--- src/rtl/fifo_ctrl_sync.sv ---
// Pointer/flag controller for a single-clock FIFO: accepts requests, drives the
// storage write strobe and wrap-bit pointers, and reports occupancy and errors.
module fifo_ctrl_sync #(
    parameter int DEPTH     = 8,
    parameter int AF_THRESH = 6,
    parameter int AE_THRESH = 2,
    localparam int A        = $clog2(DEPTH),
    localparam int PW       = A + 1
) (
    input  logic          i_clk,
    input  logic          i_rst_n,
    input  logic          i_wr_req,
    input  logic          i_rd_req,
    input  logic          i_clr,
    output logic          o_mem_wr_en,
    output logic          o_rd_ack,
    output logic [PW-1:0] o_b_wr_ptr,
    output logic [PW-1:0] o_b_rd_ptr,
    output logic          o_full,
    output logic          o_empty,
    output logic          o_almost_full,
    output logic          o_almost_empty,
    output logic [PW-1:0] o_count,
    output logic          o_overflow,
    output logic          o_underflow
);

    localparam logic [PW-1:0] AF_T = PW'(AF_THRESH);
    localparam logic [PW-1:0] AE_T = PW'(AE_THRESH);

    logic [PW-1:0] wr_ptr_q, wr_ptr_d;
    logic [PW-1:0] rd_ptr_q, rd_ptr_d;
    logic [PW-1:0] count_q, count_d;
    logic          ovf_q, ovf_d;
    logic          udf_q, udf_d;
    logic          full, empty, wr_acc, rd_acc;

    assign empty = (wr_ptr_q == rd_ptr_q);
    assign full  = (wr_ptr_q[A] != rd_ptr_q[A]) && (wr_ptr_q[A-1:0] == rd_ptr_q[A-1:0]);

    // Strobes are gated by reset so the array never sees a write while held in reset.
    assign wr_acc = i_rst_n && i_wr_req && !full  && !i_clr;
    assign rd_acc = i_rst_n && i_rd_req && !empty && !i_clr;

    always_comb begin
        wr_ptr_d = wr_ptr_q;
        rd_ptr_d = rd_ptr_q;
        count_d  = count_q;
        ovf_d    = ovf_q;
        udf_d    = udf_q;
        if (i_clr) begin
            wr_ptr_d = '0;
            rd_ptr_d = '0;
            count_d  = '0;
            ovf_d    = 1'b0;
            udf_d    = 1'b0;
        end else begin
            if (wr_acc) wr_ptr_d = wr_ptr_q + PW'(1);
            if (rd_acc) rd_ptr_d = rd_ptr_q + PW'(1);
            case ({wr_acc, rd_acc})
                2'b10:   count_d = count_q + PW'(1);
                2'b01:   count_d = count_q - PW'(1);
                default: count_d = count_q;
            endcase
            if (i_wr_req && full)  ovf_d = 1'b1;
            if (i_rd_req && empty) udf_d = 1'b1;
        end
    end

    always_ff @(posedge i_clk or negedge i_rst_n) begin
        if (!i_rst_n) begin
            wr_ptr_q <= '0;
            rd_ptr_q <= '0;
            count_q  <= '0;
            ovf_q    <= 1'b0;
            udf_q    <= 1'b0;
        end else begin
            wr_ptr_q <= wr_ptr_d;
            rd_ptr_q <= rd_ptr_d;
            count_q  <= count_d;
            ovf_q    <= ovf_d;
            udf_q    <= udf_d;
        end
    end

    assign o_mem_wr_en    = wr_acc;
    assign o_rd_ack       = rd_acc;
    assign o_b_wr_ptr     = wr_ptr_q;
    assign o_b_rd_ptr     = rd_ptr_q;
    assign o_full         = full;
    assign o_empty        = empty;
    assign o_count        = count_q;
    assign o_almost_full  = (count_q >= AF_T);
    assign o_almost_empty = (count_q <= AE_T);
    assign o_overflow     = ovf_q;
    assign o_underflow    = udf_q;

endmodule

--- config.mk ---
export PLATFORM = sky130hd
export DESIGN_NAME = fifo_ctrl_sync
export DESIGN_NICKNAME = d
export VERILOG_FILES = /design/src/rtl/fifo_ctrl_sync.sv
export SDC_FILE = /design/constraint.sdc
export NUM_CORES = 1
export LEC_CHECK = 0
export ABC_CLOCK_PERIOD_IN_PS = 3000
export CORE_ASPECT_RATIO = 1.25
export CORE_MARGIN = 2
export CORE_UTILIZATION = 48
export CTS_BUF_LIST = sky130_fd_sc_hd__clkbuf_8
export DETAILED_ROUTE_END_ITERATION = 8
export PLACE_DENSITY_LB_ADDON = 0.2
export SLEW_MARGIN = 20
export SYNTH_ARGS = -nofsm -noshare
export SYNTH_HDL_FRONTEND = slang
export SYNTH_SLANG_ARGS = --single-unit
--- constraint.sdc ---
create_clock -name i_clk -period 3 [get_ports i_clk]
set_input_delay 0.3 -clock i_clk [delete_from_list [all_inputs] [get_ports i_clk]]
set_output_delay 0.3 -clock i_clk [all_outputs]
set_load 0.05 [all_outputs]
* After elaboration in Yosys (flattened, before gate mapping)
Cells that the tools add are included.
** Storage, ports and cells
- Register bits :: 14
- Output and inout port bits :: 20
- Word-level logic and storage cells :: 43
** Operators by class
- Add/subtract/negate cells :: 4
- Magnitude comparators :: 2
- Eq/ne operators :: 5
- Multiplexer cells :: 10
- Reduce and logical (&&, ||, !) cells :: 17
** Operators by type and width (number)
- 2-to-1 mux 4 bit :: 5
- adder 4 x 1 -> 4 bit, second input constant :: 3
- logical AND 1 bit :: 9
- case mux 4 bit (2 select lines) :: 1
- nonzero test 2 bit :: 4
- equality test 4 bit :: 1
- greater-or-equal comparator 4 x 3 -> 1 bit, second input constant :: 1
- less-or-equal comparator 4 x 2 -> 1 bit, second input constant :: 1
- 2-to-1 mux 1 bit :: 4
- subtractor 4 x 1 -> 4 bit, second input constant :: 1
- equality test 3 bit :: 1
- zero test 1 bit :: 3
- nonzero test 3 bit :: 1
- equality test 2 x 1 -> 1 bit, second input constant :: 1
- equality test 2 bit, second input constant :: 1
- != test 1 bit :: 1

* Logic depth before layout (Yosys ltp)
Gate-level depths: netlist of run 1.
- Depth in word-level cells :: 8
- Depth in mapped cells :: 9

* Worst setup path after synthesis of run 1
OpenSTA, ideal clock, no wires.
- Path type :: register -> output
- Start point :: register wr_ptr_q[0] (netlist: o_b_wr_ptr[0])
- End point :: output port o_mem_wr_en
- Arrival time :: 2.403 ns
- Data required time :: 2.700 ns
- Path slack :: 0.297 ns
- Stages on the path, launching flop included :: 5
- Buffers on the path :: 0
- Cell sequence :: dfrtp_1 -> xnor2_2 -> nand3_1 -> nor2_1 -> nor3_1
** Between the ends
- Longest elaborated chain between the ends :: 5
** Ends and longest elaborated chain
- start, declared :: RTL line 31 : logic [PW-1:0] wr_ptr_q, wr_ptr_d;
- start signal, assigned :: RTL line 78 : wr_ptr_q <= wr_ptr_d;
- equality test 3 bit :: RTL line 39 : assign full = (wr_ptr_q[A] != rd_ptr_q[A]) && (wr_ptr_q[A-1:0] == rd_ptr_q[A-1:0]);
- logical AND 1 bit :: RTL line 39
- named net o_full :: RTL line 19 : output logic o_full,
- zero test 1 bit :: RTL line 42 : assign wr_acc = i_rst_n && i_wr_req && !full && !i_clr;
- logical AND 1 bit (2 in a row) :: RTL line 42
- end, declared :: RTL line 15 : output logic o_mem_wr_en,
The timed path passes the listed nets, and every way through them passes these cells.

* Worst setup path after layout of run 1
- Start point :: register rd_ptr_q[1] (netlist: o_b_rd_ptr[1])
- End point :: register count_q[3] (netlist: o_count[3])
** Between the ends
- Longest elaborated chain between the ends :: 8
** Ends and longest elaborated chain
- start, declared :: RTL line 32 : logic [PW-1:0] rd_ptr_q, rd_ptr_d;
- start signal, assigned :: RTL line 79 : rd_ptr_q <= rd_ptr_d;
- equality test 3 bit :: RTL line 39
- logical AND 1 bit :: RTL line 39
- zero test 1 bit :: RTL line 42
- logical AND 1 bit (2 in a row) :: RTL line 42
- equality test 2 x 1 -> 1 bit / equality test 2 bit (equally long branches) :: RTL line 60 : case ({wr_acc, rd_acc})
- case mux 4 bit (2 select lines) :: RTL line 60
- 2-to-1 mux 4 bit :: RTL line 51 : if (i_clr) begin
- end signal, assigned :: RTL line 80 : count_q <= count_d;
- end, declared :: RTL line 33 : logic [PW-1:0] count_q, count_d;
Several ways; a longest one is shown, not always the timed one.
A chain may end at the register's enable or synchronous reset.

==> qor.csv, run 1 <==
stage;metric;value;unit
outcome;status;complete, no violations;
sta;setup_viol;0;
pwr;p_per_area;461.2;nW/um^2
sta;hold_viol_final;0;
final_layout;final_cells;133;
synth;synth_area_leader_cell;dfrtp_1;
synth;syn_avg_cell_area;10.35;um^2
cts;clockBufferDepth;2;
cts;clk_pin_slew;0.06;ns
critical_path;crit_required;3.13;ns
critical_path;crit_type;reg2reg;
placement;port_buffers;24;
cts;cts_tree;done;
cts;htree_levels;1;
grt;antenna_found_initial;0;
critical_path;cp_max_fo;6;
cts;clock_sinks;14;
detailed_routing;firstDrtPassIters;4;
detailed_routing;routed-via-count;732;
synth;synth_area;879.6;um^2
synth;synth-seq-area-share;0.3983;
final_layout;final_cell_mix;clkdlybuf4s50_1, nor2_1, dfrtp_1;
flow_run;cap_violations;0;
grt;track_usage;0.2058;
pwr;ir_drop;336.6;uV
detailed_routing;drt_iter0_drc;5;
final_layout;drive_above_1_share;0.1579;
synth;ys_types;27;
synth;synthCells;85;
die;num_rows;17;
sta;clock_skew;0.006221;ns
die;die-width;42.29;um
sta;slew_viol_final;0;
cts;cts_setup_buffers;0;
cts;postCtsResizedCells;0;
synth;synthTopCellsByArea;dfrtp_1, xnor2_2, nor2_1;
final_layout;synthToLayoutAreaGrowth;36.27;%
cts;cts_made_buffers;3;
sta;fmax;376.4;MHz
grt;grt_pass1_vias;790;
die;fp.dieH;51.86;um
synth;synth_warnings;0;
placement;placedCellCount;129;
detailed_routing;drc;0;
final_layout;final_common_cell;clkdlybuf4s50_1;
grt;grt_overflow;0;
placement;globalplace.congestion;0.8079;
synth;synth_nets;95;
sta;rsz0062_at_grt;false;
sta;slew_headroom;0.6647;
grt;grt_max_degree;18;
synth;ys_seq_elements;14;
detailed_routing;wl;1.933;mm
die;ios;25;
cts;cts.hold.buffers_added;0;
die;die_area;2193;um^2
cts;insertion_delay;0.25;ns
detailed_routing;ant_nets;0;
sta;finalCritPeriodShare;0.8855;
hold_path;hold_class;in2async;
detailed_routing;wl_per_cell;14.53;um
critical_path;crit_arrival;2.79;ns
critical_path;crit_path_end_kind;flip-flop;
sta;worstMarginPinSlew;0.5014;ns
sta;final.setup.tns;0;ns
critical_path;critPathLaunchType;flip-flop;
die;coreArea;1744;um^2
critical_path;regToRegSetupSlack;0.34;ns
grt;grt_pass1_wl;3.339;mm
cts;root_buffer;clkbuf_8;
synth;synth_top_area_frac;0.3983;
final_layout;final_nets;125;
die;start_util;0.5043;
placement;dpl.hpwl;1.431;mm
final_layout;n_antenna_cell;0;
pwr;leakage;0.5305;nW
sta;period_needed;2.657;ns
detailed_routing;vias_per_cell;5.504;
-- power breakdown --
part	total (mW)	leakage, nW	switching [mW]	internal [mW]
clock network	0.187	0.0288	0.0710	0.116
logic	0.154	0.310	0.0973	0.0566
registers	0.212	0.192	0.0141	0.197
-- path summary, 6_finish.rpt --
check | cells past startpoint | start | to
min in group i_clk | 2 | o_overflow | o_overflow
setup reg to reg | 8 | o_b_rd_ptr[1] | o_count[3]
hold / removal | 2 | i_rst_n | o_b_rd_ptr[2]
setup / recovery | 8 | o_b_rd_ptr[1] | o_count[3]
max in group asynchronous | 2 | i_rst_n | o_b_wr_ptr[3]
hold reg to reg | 2 | o_overflow | o_overflow
-- stage by stage --
step	instance area [um^2]	hold slack, ns	setup slack, ns	total power, mW	util
final	1199	0.4044	0.3434	0.5528	0.6872
after floorplan	879.6	0.004409	0.2970	0.3166	-
after global placement	1144	0.4853	0.3060	0.3674	0.6557
after detailed placement	1144	0.5031	0.1780	0.3698	0.6557
after global routing	1199	0.4226	0.1869	0.5792	0.6872
after CTS	1199	0.4153	0.3419	0.5596	0.6872
-- logic make-up after synthesis --
logic type                 after synthesis  synth area share
DFF                                     14            0.3983
buffers and inverters                    2           0.01991
and+or+nand+nor                         33            0.1679
AOI/OAI and AO/OA                       14            0.1238
xor gates and xnor gates                13            0.1636
muxes                                    4           0.04694
adders and majority gates                5           0.07966
-- registers in the layout, summed over array words and instances, names as in the netlist --
register     cells
o_underflow      1
o_b_wr_ptr       4
o_b_rd_ptr       4
o_count          4
o_overflow       1
-- worst max-delay path, stage by stage (launching register included) --
cell     delay, ns
dfrtp_1       0.46
xnor2_2       0.22
a41o_2        0.34
nor3_1        0.36
ha_1          0.35
a21oi_1       0.15
nand2_1       0.09
a31oi_1       0.21
mux2_1        0.35
-- synth_stat cells (all sizes together) --
library cell  instances
nand4                 2
mux2                  1
fa                    1
o21ai                 1
xor2                  5
a31oi                 2
nand2                 8
xnor2                 8
nor3                  3
nand3                 2
ha                    4
a21o                  1
a41oi                 2
clkbuf                2
and2b                 1
a211oi                3
and3                  1
a41o                  1
dfrtp                14
mux2i                 3
a21oi                 4
nor2                 16
-- final cells by class --
type | instances | area [um^2]
fillers | 145 | 545.5
repair buffers | 27 | 257.7
flip-flops and latches | 14 | 350.3
multi-input cells | 69 | 511.7
well taps | 19 | 23.77
clock buffers | 4 | 55.05
-- per-layer routing --
layer	wire, um	vias up	global-route usage
met1	831	350	0.2399
met3	80	5	0.04167
met5	0	-	0
met2	989	22	0.3564
li1	-	355	-
met4	32	0	0.1042
Power figures use the tool's default switching activity.
==> run 2: changes to the inputs <==
Settings changed: GPL_ROUTABILITY_DRIVEN set to 0.
==> results of run 2 <==
The final DEF is identical to that of run 1; final timing and power are the same.
